$ cat src/rtl/overlay_bit_fetch.sv
// Overlay bitmap fetch: tracks raster position, decides window hits, drives the
// 1-bit ROM address and returns the ROM bit aligned with the delayed video.
module overlay_bit_fetch #(
    parameter int OVL_W   = 128,
    parameter int OVL_H   = 32,
    parameter int ROM_AW  = 12,
    parameter int ROM_LAT = 2
) (
    input  logic              clk,
    input  logic              rst_n,
    input  logic              deIn,
    input  logic              hsyncIn,
    input  logic              vsyncIn,
    input  logic [23:0]       pixIn,
    input  logic [11:0]       ovlX,
    input  logic [11:0]       ovlY,
    input  logic              romData,
    output logic [ROM_AW-1:0] romAddr,
    output logic              romEn,
    output logic              deOut,
    output logic              hsyncOut,
    output logic              vsyncOut,
    output logic [23:0]       pixOut,
    output logic              ovlBit
);

    logic              de_prev_q, de_prev_d;
    logic              vs_prev_q, vs_prev_d;
    logic [11:0]       x_cnt_q, x_cnt_d;
    logic [11:0]       y_cnt_q, y_cnt_d;
    logic [11:0]       win_x_q, win_x_d;
    logic [11:0]       win_y_q, win_y_d;
    logic [ROM_AW-1:0] row_base_q, row_base_d;
    logic              frame_valid_q, frame_valid_d;
    logic [ROM_AW-1:0] rom_addr_q, rom_addr_d;
    logic              rom_en_q, rom_en_d;
    // Video bundle is {vsync, hsync, de, pix}; index 0 is stage 0, index ROM_LAT is the output.
    logic [26:0]       vid_dly_q [0:ROM_LAT];
    logic [26:0]       vid_dly_d [0:ROM_LAT];
    logic              hit_dly_q [0:ROM_LAT];
    logic              hit_dly_d [0:ROM_LAT];

    logic vs_rise;
    logic de_fall;
    logic x_in;
    logic y_in;
    logic hit;

    assign vs_rise = vsyncIn & ~vs_prev_q;
    assign de_fall = ~deIn & de_prev_q;
    // 13-bit compares keep a window that crosses column/line 4095 from wrapping.
    assign x_in = ({1'b0, x_cnt_q} >= {1'b0, win_x_q}) &&
                  ({1'b0, x_cnt_q} <  ({1'b0, win_x_q} + 13'(OVL_W)));
    assign y_in = ({1'b0, y_cnt_q} >= {1'b0, win_y_q}) &&
                  ({1'b0, y_cnt_q} <  ({1'b0, win_y_q} + 13'(OVL_H)));
    assign hit  = frame_valid_q & deIn & x_in & y_in;

    always_comb begin
        de_prev_d     = deIn;
        vs_prev_d     = vsyncIn;
        x_cnt_d       = x_cnt_q;
        y_cnt_d       = y_cnt_q;
        win_x_d       = win_x_q;
        win_y_d       = win_y_q;
        row_base_d    = row_base_q;
        frame_valid_d = frame_valid_q;

        if (vs_rise) begin
            x_cnt_d       = '0;
            y_cnt_d       = '0;
            row_base_d    = '0;
            win_x_d       = ovlX;
            win_y_d       = ovlY;
            frame_valid_d = 1'b1;
        end else if (de_fall) begin
            x_cnt_d = '0;
            y_cnt_d = y_cnt_q + 12'd1;
            // Rows advance by the full bitmap width so a right-clipped row keeps its base.
            if (frame_valid_q && y_in) begin
                row_base_d = row_base_q + ROM_AW'(OVL_W);
            end
        end else if (deIn) begin
            x_cnt_d = x_cnt_q + 12'd1;
        end

        rom_addr_d = row_base_q + ROM_AW'(x_cnt_q) - ROM_AW'(win_x_q);
        rom_en_d   = hit;

        vid_dly_d[0] = {vsyncIn, hsyncIn, deIn, pixIn};
        hit_dly_d[0] = hit;
        for (int k = 1; k <= ROM_LAT; k++) begin
            vid_dly_d[k] = vid_dly_q[k-1];
            hit_dly_d[k] = hit_dly_q[k-1];
        end
    end

    always_ff @(posedge clk or negedge rst_n) begin
        if (!rst_n) begin
            de_prev_q     <= 1'b0;
            vs_prev_q     <= 1'b0;
            x_cnt_q       <= '0;
            y_cnt_q       <= '0;
            win_x_q       <= '0;
            win_y_q       <= '0;
            row_base_q    <= '0;
            frame_valid_q <= 1'b0;
            rom_addr_q    <= '0;
            rom_en_q      <= 1'b0;
            vid_dly_q     <= '{default: '0};
            hit_dly_q     <= '{default: 1'b0};
        end else begin
            de_prev_q     <= de_prev_d;
            vs_prev_q     <= vs_prev_d;
            x_cnt_q       <= x_cnt_d;
            y_cnt_q       <= y_cnt_d;
            win_x_q       <= win_x_d;
            win_y_q       <= win_y_d;
            row_base_q    <= row_base_d;
            frame_valid_q <= frame_valid_d;
            rom_addr_q    <= rom_addr_d;
            rom_en_q      <= rom_en_d;
            vid_dly_q     <= vid_dly_d;
            hit_dly_q     <= hit_dly_d;
        end
    end

    assign romAddr  = rom_addr_q;
    assign romEn    = rom_en_q;
    assign vsyncOut = vid_dly_q[ROM_LAT][26];
    assign hsyncOut = vid_dly_q[ROM_LAT][25];
    assign deOut    = vid_dly_q[ROM_LAT][24];
    assign pixOut   = vid_dly_q[ROM_LAT][23:0];
    assign ovlBit   = romData & hit_dly_q[ROM_LAT];

endmodule

$ cat config.mk
export PLATFORM = sky130hd
export DESIGN_NAME = overlay_bit_fetch
export DESIGN_NICKNAME = d
export VERILOG_FILES = /design/src/rtl/overlay_bit_fetch.sv
export SDC_FILE = /design/constraint.sdc
export NUM_CORES = 1
export LEC_CHECK = 0
export BUFFER_PORTS_ARGS = -buffer_cell sky130_fd_sc_hd__buf_2
export CELL_PAD_IN_SITES_DETAIL_PLACEMENT = 1
export CELL_PAD_IN_SITES_GLOBAL_PLACEMENT = 2
export CORE_AREA = 3 3 142 144
export CTS_CLUSTER_DIAMETER = 150
export DETAILED_ROUTE_END_ITERATION = 10
export DIE_AREA = 0 0 145 147
export GPL_ROUTABILITY_DRIVEN = 0
export PLACE_DENSITY = 0.79
export REMOVE_ABC_BUFFERS = 1
export SLEW_MARGIN = 30
export SYNTH_ARGS = -nofsm -noshare
export SYNTH_HDL_FRONTEND = slang
export SYNTH_SLANG_ARGS = --single-unit
export TNS_END_PERCENT = 50
$ cat constraint.sdc
create_clock -name clk -period 2.5 [get_ports clk]
set_clock_uncertainty 0.2 [all_clocks]
set_input_delay 0.125 -clock clk [delete_from_list [all_inputs] [get_ports clk]]
set_output_delay 0.125 -clock clk [all_outputs]
set_load 0.1 [all_outputs]
==> results of run 1 <==
[synthesized netlist by cell type, types with 2 or more instances]
library cell  count
a211oi_1          5
a21o_1            7
a21oi_1          24
a22oi_1           2
a311oi_1          2
and2_1            3
and3_1            5
and4_1            4
clkbuf_1         10
dfrtp_1         150
fa_1              5
ha_1             52
inv_1            44
mux2i_1           2
nand2_1          44
nand2b_1          6
nand3_1          13
nand4_1          10
nor2_1           32
nor2b_1           7
nor3_1            6
nor4_1            2
o21a_1            8
o21ai_0          38
or2_2             2
or3_1             6
xnor2_1          21
xor2_1           15
[flip-flops by register name (all words and copies together) (netlist names)]
register       cells
hit_dly_q          1
romAddr           12
vid_dly_d         54
hit_dly_d          2
pixOut            24
win_x_q           12
x_cnt_q           12
win_y_q           12
row_base_q         5
y_cnt_q           12
frame_valid_q      1
vsyncOut           1
hsyncOut           1
deOut              1
[stage by stage]
stage,setup TNS (ns),instances,area [um2]
floorplan,-28.92,533,6360
global placement,-1.06,931,7520
detailed placement,-2.42,931,7520
CTS,-1.08,1018,8780
global route,-1.88,1023,8920
finish,-0.940,1023,8920
[routing by layer]
layer	GRT usage (%)	vias to the layer above
met2	28.5	79
met3	3.30	22
met5	0	-
li1	-	2262
met4	4.85	0
met1	16.7	2340
[cell type report]
| type | count | area [um2] | share of cell area [%] |
|---|---|---|---|
| inverters | 44 | 165 | 1.85 |
| clock buffers | 18 | 429 | 4.81 |
| well taps | 260 | 325 | 3.65 |
| flip-flops and latches | 150 | 3750 | 42.1 |
| repair buffers | 198 | 1420 | 16.0 |
| clock inverters | 14 | 183 | 2.05 |
| multi-input cells | 339 | 2640 | 29.6 |
[power by group through the flow]
stage | Clock [mW] | Sequential [mW] | Combinational, mW
final | 2.65 | 2.70 | 1.61
after global routing | 2.83 | 2.72 | 1.74
after detailed placement | 0 | 2.74 | 1.46
after floorplan | 0 | 3.31 | 0.432
after CTS | 2.72 | 2.70 | 1.57
after global placement | 0 | 2.73 | 1.41
[cell families after synthesis]
family	share of synthesized area, %
XOR/XNOR	4.93
multiplexers	0.313
AO/OA/AOI/OAI	9.80
flip-flops	58.7
AND/OR/NAND/NOR	11.3
adder cells (fa/ha/maj)	11.7
buffers and inverters	3.25
[how the worst min path moves through the flow]
stage          startpoint              endpoint  cells past startpoint
2_1_floorplan       rst_n       deOut$_DFF_PN0_                      0
3_3_place_gp        rst_n  pixOut[15]$_DFF_PN0_                      1
3_5_place_dp        rst_n  pixOut[15]$_DFF_PN0_                      1
4_1_cts             rst_n  pixOut[11]$_DFF_PN0_                      2
5_1_grt             rst_n  pixOut[22]$_DFF_PN0_                      2
6_report            rst_n  pixOut[22]$_DFF_PN0_                      2
[repair_timing]
| action | in CTS | in global routing |
|---|---|---|
| hold buffers | 52 | 0 |
| hold endpoints to repair | 216 | 0 |
| resized for setup | 19 | 23 |
| pin swaps | 23 | 16 |
| setup buffers | 3 | 5 |
| endpoints found under the setup margin | 8 | 10 |
==> flow_metrics.env, run 1 <==
export IMPL_status="finished, violations left"
export IMPL_violations="setup timing"
export IMPL_dr_pass1_iters=4
export IMPL_path_cells="ha_4 > nand3_4 > buf_6 > xnor2_4 > ha_1 > a21o_1 > a21oi_2 > o221ai_2 > a21oi_2 > nand3_4 > or4_4 > nand2_2"
export IMPL_pwr_density_cell_nw_per_um2=780
export IMPL_ys_top_cells_by_area="dfrtp_1, ha_1, o21ai_0"
export IMPL_reg2reg_slack_ns=-0.23
export IMPL_synth_edf_count=0
export IMPL_clock_latency_ns=0.42
export IMPL_drv_slew=0
export IMPL_cp_top_family="simple AND/OR/NAND/NOR gates"
export IMPL_utilization_pct=47.4
export IMPL_path_class="reg -> reg"
export IMPL_die_x_um=145
export IMPL_initial_core_util_pct=34.0
export IMPL_grt_pass1_vias=5375
export IMPL_grt_max_degree=57
export IMPL_layout_worst_path_cycle_share_pct=109
export IMPL_antenna_found_initial=0
export IMPL_async_flop_share_pct=100
export IMPL_irDropWorstVdd_uv=436
export IMPL_leakage_nw=4.24
export IMPL_cp_buffers_inverters=1
export IMPL_antenna_diode_count=0
export IMPL_place_ws_ns=-0.468
export IMPL_p_clk_share_pct=38.1
export IMPL_r2r_start="win_y_q[6]$_DFFE_PN0P_"
export IMPL_p_int_mw=4.65
export IMPL_cap_violations=0
export IMPL_wirelength_um=15700
export IMPL_syn_inst=544
export IMPL_dr_wl_met3_um=425
export IMPL_required_ns=2.66
export IMPL_yosysSeqAreaShare_pct=58.7
export IMPL_pwr_share_comb_pct=23.1
export IMPL_wl_met2_um=8520
export IMPL_fill_cells=2008
export IMPL_max_stage_delay_ns=0.44
export IMPL_r2r_cells=12
export IMPL_synth_top_area_share_pct=58.7
export IMPL_crit_fanout=8
export IMPL_fin_hold_ws_ns=0.0614
export IMPL_synth_cell_area_um2=6400
export IMPL_drc=0
export IMPL_num_vias=4703
export IMPL_path_clk_slew_ns=0.07
export IMPL_top_layer="met4"
export IMPL_rsz0062_at_grt="true"
export IMPL_slowest_stage="or4_4"
export IMPL_drtAntennaViolNets=0
export IMPL_hold_viol_final=0
export IMPL_h_tree_depth=4
export IMPL_dp_hpwl_um=11000
export IMPL_dr_first_iter_drc_count=157
export IMPL_ys_types=47
export IMPL_io_buffers=94
export IMPL_cts_buffers=17
export IMPL_gr_usage_all_layers_pct=15.0
export IMPL_vias_per_cell=4.60
export IMPL_endpoint_kind="register"
export IMPL_power_switching_mw=2.30
export IMPL_grt_pass1_wl_um=25900
export IMPL_routedWlPerCell_um=15.4
export IMPL_fin_nets=861
export IMPL_power_frac_seq_pct=38.8
export IMPL_root_buffer="clkbuf_16"
export IMPL_syn_avg_cell_area_um2=11.8
export IMPL_core_um2=18800
export IMPL_gr_total_overflow=0
export IMPL_row_count=50
export IMPL_p_total_mw=6.95
export IMPL_cts_sink_count=150
export IMPL_num_io_pins=95
export IMPL_swShare_pct=33.1
export IMPL_synth_seq_cells=150
export IMPL_crit_path_start="win_y_q[6]$_DFFE_PN0P_"
export IMPL_dieArea_um2=21300
export IMPL_tightest_slew_ns=0.531
export IMPL_netlist_top_cell_by_area="dfrtp_1"
export IMPL_synth_warning_count=0
export IMPL_final_cell_mix="dfrtp_1, buf_2, dlygate4sd3_1, ha_1, buf_4"
export IMPL_worst_r2r_endpoint="row_base_q[9]$_DFFE_PN0P_"
export IMPL_synth_main_ff_cell="dfrtp_1"
export IMPL_post_route_min_period_ns=2.73
export IMPL_cp_start_kind="register"
export IMPL_fmax_ghz=0.367
export IMPL_fin_ws_ns=-0.226
export IMPL_critical_path_depth=12
export IMPL_maxSlewHeadroom_pct=64.6
export IMPL_cts_buffer_depth=2
export IMPL_areaGrowthSynthToFinish_pct=39.4
export IMPL_dieHeight_um=147
export IMPL_setup_violations=7
export IMPL_critPathArrivalTime_ns=2.89
export IMPL_hp_class="in -> async"
export IMPL_cp_endpoint="row_base_q[9]$_DFFE_PN0P_"
export IMPL_layout_drive_gt1_share_pct=28.7
export IMPL_routedLengthMet1_um=6480
export IMPL_final_common_cell="dfrtp_1"
export IMPL_cts_tree="yes"
(Power assumes the default switching activity.)
==> run 2: changes to the inputs <==
ABC_AREA = 1   (was default)
CORE_AREA = 3 3 164 166   (was 3 3 142 144)
DIE_AREA = 0 0 167 169   (was 0 0 145 147)
PLACE_DENSITY = 0.66   (was 0.79)
==> flow_metrics.env, run 2 <==
export IMPL_post_cts_buffers=0
export IMPL_endpoint_kind="register"
export IMPL_crit_path_start="x_cnt_q[8]$_DFFE_PN0P_"
export IMPL_ys_top_cells_by_area="dfrtp_1, ha_1, nand2_1"
export IMPL_synth_top_area_share_pct=57.0
export IMPL_vias_per_cell=4.18
export IMPL_yosysSeqAreaShare_pct=57.0
export IMPL_cp_start_kind="register"
export IMPL_grt_max_degree=54
export IMPL_place_ws_ns=0.0696
export IMPL_antenna_diode_count=0
export IMPL_pwr_density_cell_nw_per_um2=816
export IMPL_synth_seq_cells=150
export IMPL_dr_first_iter_drc_count=208
export IMPL_num_vias=4877
export IMPL_netlist_top_cell_by_area="dfrtp_1"
export IMPL_root_buffer="clkbuf_16"
export IMPL_largest_reg_flops=54
export IMPL_dp_cells=1081
export IMPL_synth_warning_count=0
export IMPL_die_x_um=167
export IMPL_antenna_found_initial=0
export IMPL_final_cell_count_no_fill=1166
export IMPL_required_ns=2.64
export IMPL_r2r_start="x_cnt_q[8]$_DFFE_PN0P_"
export IMPL_hp_class="in -> async"
export IMPL_fin_hold_ws_ns=0.0674
export IMPL_p_total_mw=7.15
export IMPL_wirelength_um=16000
export IMPL_dp_hpwl_um=11700
export IMPL_final_cell_mix="dfrtp_1, nand2_1, buf_2, inv_1, dlygate4sd3_1"
export IMPL_cap_violations=0
export IMPL_yosysMostFrequentCell="dfrtp_1"
export IMPL_leakage_nw=4.29
export IMPL_drv_slew=0
export IMPL_setup_tns_ns=0
export IMPL_cts_buffers=17
export IMPL_synth_main_ff_cell="dfrtp_1"
export IMPL_gr_usage_all_layers_pct=11.8
export IMPL_setup_violations=0
export IMPL_fin_nets=929
export IMPL_hold_viol_final=0
export IMPL_fin_ws_ns=0.0898
export IMPL_areaGrowthSynthToFinish_pct=33.0
export IMPL_cts_tree="yes"
export IMPL_gr_total_overflow=0
export IMPL_clock_latency_ns=0.43
export IMPL_grt_pass1_wl_um=26600
export IMPL_syn_avg_cell_area_um2=10.2
export IMPL_crit_fanout=6
export IMPL_ys_types=38
export IMPL_dieHeight_um=169
export IMPL_ff_latch_area_um2=3750
export IMPL_r2r_cells=9
export IMPL_fmax_ghz=0.415
export IMPL_async_flop_share_pct=100
export IMPL_critPathArrivalTime_ns=2.55
export IMPL_path_clk_slew_ns=0.08
export IMPL_routedWlPerCell_um=13.7
export IMPL_path_class="reg -> reg"
export IMPL_fill_cells=2909
export IMPL_synth_cell_area_um2=6590
export IMPL_io_buffers=94
export IMPL_row_count=59
export IMPL_multiInputGateArea_um2=2530
export IMPL_layout_drive_gt1_share_pct=19.6
export IMPL_dieArea_um2=28200
export IMPL_num_io_pins=95
export IMPL_rsz0062_at_grt="false"
export IMPL_cts_sink_count=150
export IMPL_dr_pass1_iters=4
export IMPL_status="complete, no violations"
export IMPL_maxSlewHeadroom_pct=66.7
export IMPL_synth_edf_count=0
export IMPL_h_tree_depth=4
export IMPL_layout_worst_path_cycle_share_pct=96.4
export IMPL_post_route_min_period_ns=2.41
export IMPL_tightest_slew_ns=0.502
export IMPL_drc=0
export IMPL_irDropWorstVdd_uv=545
export IMPL_syn_inst=649
export IMPL_yosys_top_cells_count="dfrtp_1, nand2_1, inv_1"
export IMPL_cts_buffer_depth=2
export IMPL_core_um2=25800
export IMPL_grt_pass1_vias=5274
export IMPL_drtAntennaViolNets=0
export IMPL_final_common_cell="dfrtp_1"
export IMPL_initial_core_util_pct=25.6
run 2: stage by stage:
stage          instance area, um2  util, %
3_5_place_dp                 7560     29.3
5_1_grt                      8760     34.0
6_report                     8760     34.0
3_3_place_gp                 7560     29.3
4_1_cts                      8720     33.9
2_1_floorplan                6550        -
run 2: kinds of logic after synthesis:
logic type      Yosys count  synth area share [%]
simple gates            234                  15.5
flops                   150                  57.0
compound gates           98                  8.07
buf+inv                  88                  5.09
fa+ha+maj                57                  11.4
xor+xnor                 22                  2.93
run 2: final cells by class:
type                            count  share of cell area (%)
Tap cell                          335                    4.79
Multi-Input combinational cell    411                    28.9
Clock inverter                     15                    2.30
Sequential cell                   150                    42.9
Inverter                           80                    3.44
Clock buffer                       17                    4.86
Timing Repair Buffer              158                    12.8
run 2: final timing paths:
path / end / slack, ns
hold reg to reg: pixOut[1]$_DFF_PN0_ / 0.15
min in group clk: vid_dly_d[27]$_DFF_PN0_ / 0.12
setup / recovery: romAddr[11]$_DFF_PN0_ / 0.09
hold / removal: romAddr[5]$_DFF_PN0_ / 0.07
max in group asynchronous: x_cnt_q[7]$_DFFE_PN0P_ / 1.73
setup reg to reg: romAddr[11]$_DFF_PN0_ / 0.09
run 2: layer usage:
metal,GRT usage [%],share of wire (%)
met5,0,0
met1,15.3,48
met3,2.62,2.9
met2,19.9,48
met4,3.55,1.2
run 2: worst max-delay path, cell delays in order, from the launching register on:
cell	delay, ns
dfrtp_1	0.42
inv_1	0.11
fa_1	0.54
inv_1	0.05
ha_2	0.37
nand2_1	0.07
nor2_1	0.15
nand3_1	0.11
o2111ai_1	0.15
xnor2_1	0.16
run 2: what timing repair did:
action,in CTS,in global routing
hold buffers,53,0
endpoints found under the hold margin,204,0
resized for setup,0,8
endpoints found under the setup margin,0,7
run 2: report_power, final:
part           switching (mW)  internal, mW
registers              0.0988          2.63
logic                    1.30         0.450
clock network            1.30          1.37
total                    2.70          4.45
==> run 3: changes to the inputs <==
PLACE_DENSITY = 0.64   (was 0.66)
clock period = 2.6 ns   (was 2.5 ns; I/O delays follow)
==> flow_metrics.env, run 3 (synthesis gave the netlist of run 2 again) <==
export IMPL_grt_max_degree=56
export IMPL_layout_drive_gt1_share_pct=18.6
export IMPL_grt_pass1_wl_um=26600
export IMPL_cts_buffer_depth=2
export IMPL_grt_pass1_vias=5272
export IMPL_hold_viol_final=0
export IMPL_multiInputGateArea_um2=2500
export IMPL_drtAntennaViolNets=0
export IMPL_status="complete, no violations"
export IMPL_final_cell_mix="dfrtp_1, nand2_1, buf_2, inv_1, dlygate4sd3_1"
export IMPL_dp_cells=1077
export IMPL_h_tree_depth=4
export IMPL_worst_r2r_endpoint="romAddr[11]$_DFF_PN0_"
export IMPL_path_clk_slew_ns=0.07
export IMPL_gr_usage_all_layers_pct=11.6
export IMPL_ff_latch_area_um2=3750
export IMPL_hp_class="in -> async"
export IMPL_post_route_min_period_ns=2.40
export IMPL_core_um2=25800
export IMPL_dieHeight_um=169
export IMPL_clock_latency_ns=0.42
export IMPL_fill_cells=2915
export IMPL_io_buffers=94
export IMPL_setup_tns_ns=0
export IMPL_design_area_um2=8660
export IMPL_drv_slew=0
export IMPL_final_cell_count_no_fill=1161
export IMPL_rsz0062_at_grt="false"
export IMPL_cts_sink_count=150
export IMPL_path_class="reg -> reg"
export IMPL_leakage_nw=4.25
export IMPL_largest_reg_flops=54
export IMPL_irDropWorstVdd_uv=553
export IMPL_die_x_um=167
export IMPL_r2r_start="x_cnt_q[8]$_DFFE_PN0P_"
export IMPL_initial_core_util_pct=25.6
export IMPL_place_ws_ns=0.149
export IMPL_gr_total_overflow=0
export IMPL_dieArea_um2=28200
export IMPL_drc=0
export IMPL_dr_first_iter_drc_count=201
export IMPL_reg2reg_slack_ns=0.20
export IMPL_utilization_pct=33.6
export IMPL_setup_violations=0
export IMPL_fmax_ghz=0.416
export IMPL_pwr_density_cell_nw_per_um2=782
export IMPL_required_ns=2.73
export IMPL_fin_ws_ns=0.197
export IMPL_endpoint_kind="register"
export IMPL_vias_per_cell=4.21
export IMPL_row_count=59
export IMPL_dr_pass1_iters=4
export IMPL_cp_start_kind="register"
export IMPL_cts_tree="yes"
export IMPL_antenna_diode_count=0
export IMPL_areaGrowthSynthToFinish_pct=31.5
export IMPL_fin_nets=924
export IMPL_layout_worst_path_cycle_share_pct=92.4
export IMPL_num_vias=4890
export IMPL_wirelength_um=15600
export IMPL_root_buffer="clkbuf_16"
export IMPL_antenna_found_initial=0
export IMPL_cap_violations=0
export IMPL_postPlaceCellArea_um2=7530
export IMPL_post_cts_buffers=0
export IMPL_final_common_cell="dfrtp_1"
export IMPL_num_io_pins=95
export IMPL_dp_hpwl_um=11300
export IMPL_tightest_slew_ns=0.570
export IMPL_maxSlewHeadroom_pct=62.0
export IMPL_routedWlPerCell_um=13.4
export IMPL_cts_buffers=17
export IMPL_crit_fanout=6
export IMPL_r2r_cells=9
export IMPL_critPathArrivalTime_ns=2.54
-- run 3: power breakdown --
part | internal (mW) | total [mW] | switching, mW
Sequential | 2.53 | 2.63 | 0.0932
Combinational | 0.407 | 1.64 | 1.23
Clock | 1.31 | 2.51 | 1.20
-- run 3: how the worst max path moves through the flow --
stage	start	end	slack (ns)
2_1_floorplan	vid_dly_d[53]$_DFF_PN0_	x_cnt_q[9]$_DFFE_PN0P_	0.28
3_3_place_gp	x_cnt_q[8]$_DFFE_PN0P_	romAddr[11]$_DFF_PN0_	0.13
3_5_place_dp	x_cnt_q[2]$_DFFE_PN0P_	romAddr[9]$_DFF_PN0_	0.15
4_1_cts	x_cnt_q[2]$_DFFE_PN0P_	romAddr[9]$_DFF_PN0_	0.14
5_1_grt	x_cnt_q[7]$_DFFE_PN0P_	romAddr[11]$_DFF_PN0_	0.03
6_report	x_cnt_q[8]$_DFFE_PN0P_	romAddr[11]$_DFF_PN0_	0.20
-- run 3: timing repair --
action                                  CTS  global route
endpoints found under the setup margin    0             3
hold buffers                             52             0
endpoints found under the hold margin   204             0
gates resized for setup                   0             4
-- run 3: final cells by class --
class,instances,share of cell area [%]
multi-input combinational,411,28.9
timing repair buffer,153,12.4
inverter,80,3.48
sequential,150,43.3
tap,335,4.84
clock buffer,17,4.91
clock inverter,15,2.12
-- run 3: through the flow --
stage	total power [mW]	hold slack, ns
2_1_floorplan	3.87	-0.366
3_3_place_gp	4.26	-0.0614
3_5_place_dp	4.27	-0.0538
4_1_cts	6.91	0.0645
5_1_grt	7.18	0.0852
6_report	6.77	0.0465
-- run 3: routing by layer --
metal	up-vias	track usage, %	part of all wire [%]
li1	2439	-	-
met1	2385	14.9	48
met4	0	3.87	1.0
met5	-	0	0
met3	8	2.13	2.4
met2	58	20.0	49
-- run 3: worst max-delay path, stage by stage, from the launching register on --
cell	delay, ns
dfrtp_1	0.42
inv_1	0.11
fa_1	0.53
inv_1	0.04
ha_2	0.37
nand2_1	0.07
nor2_1	0.15
nand3_1	0.11
o2111ai_1	0.15
xnor2_1	0.16
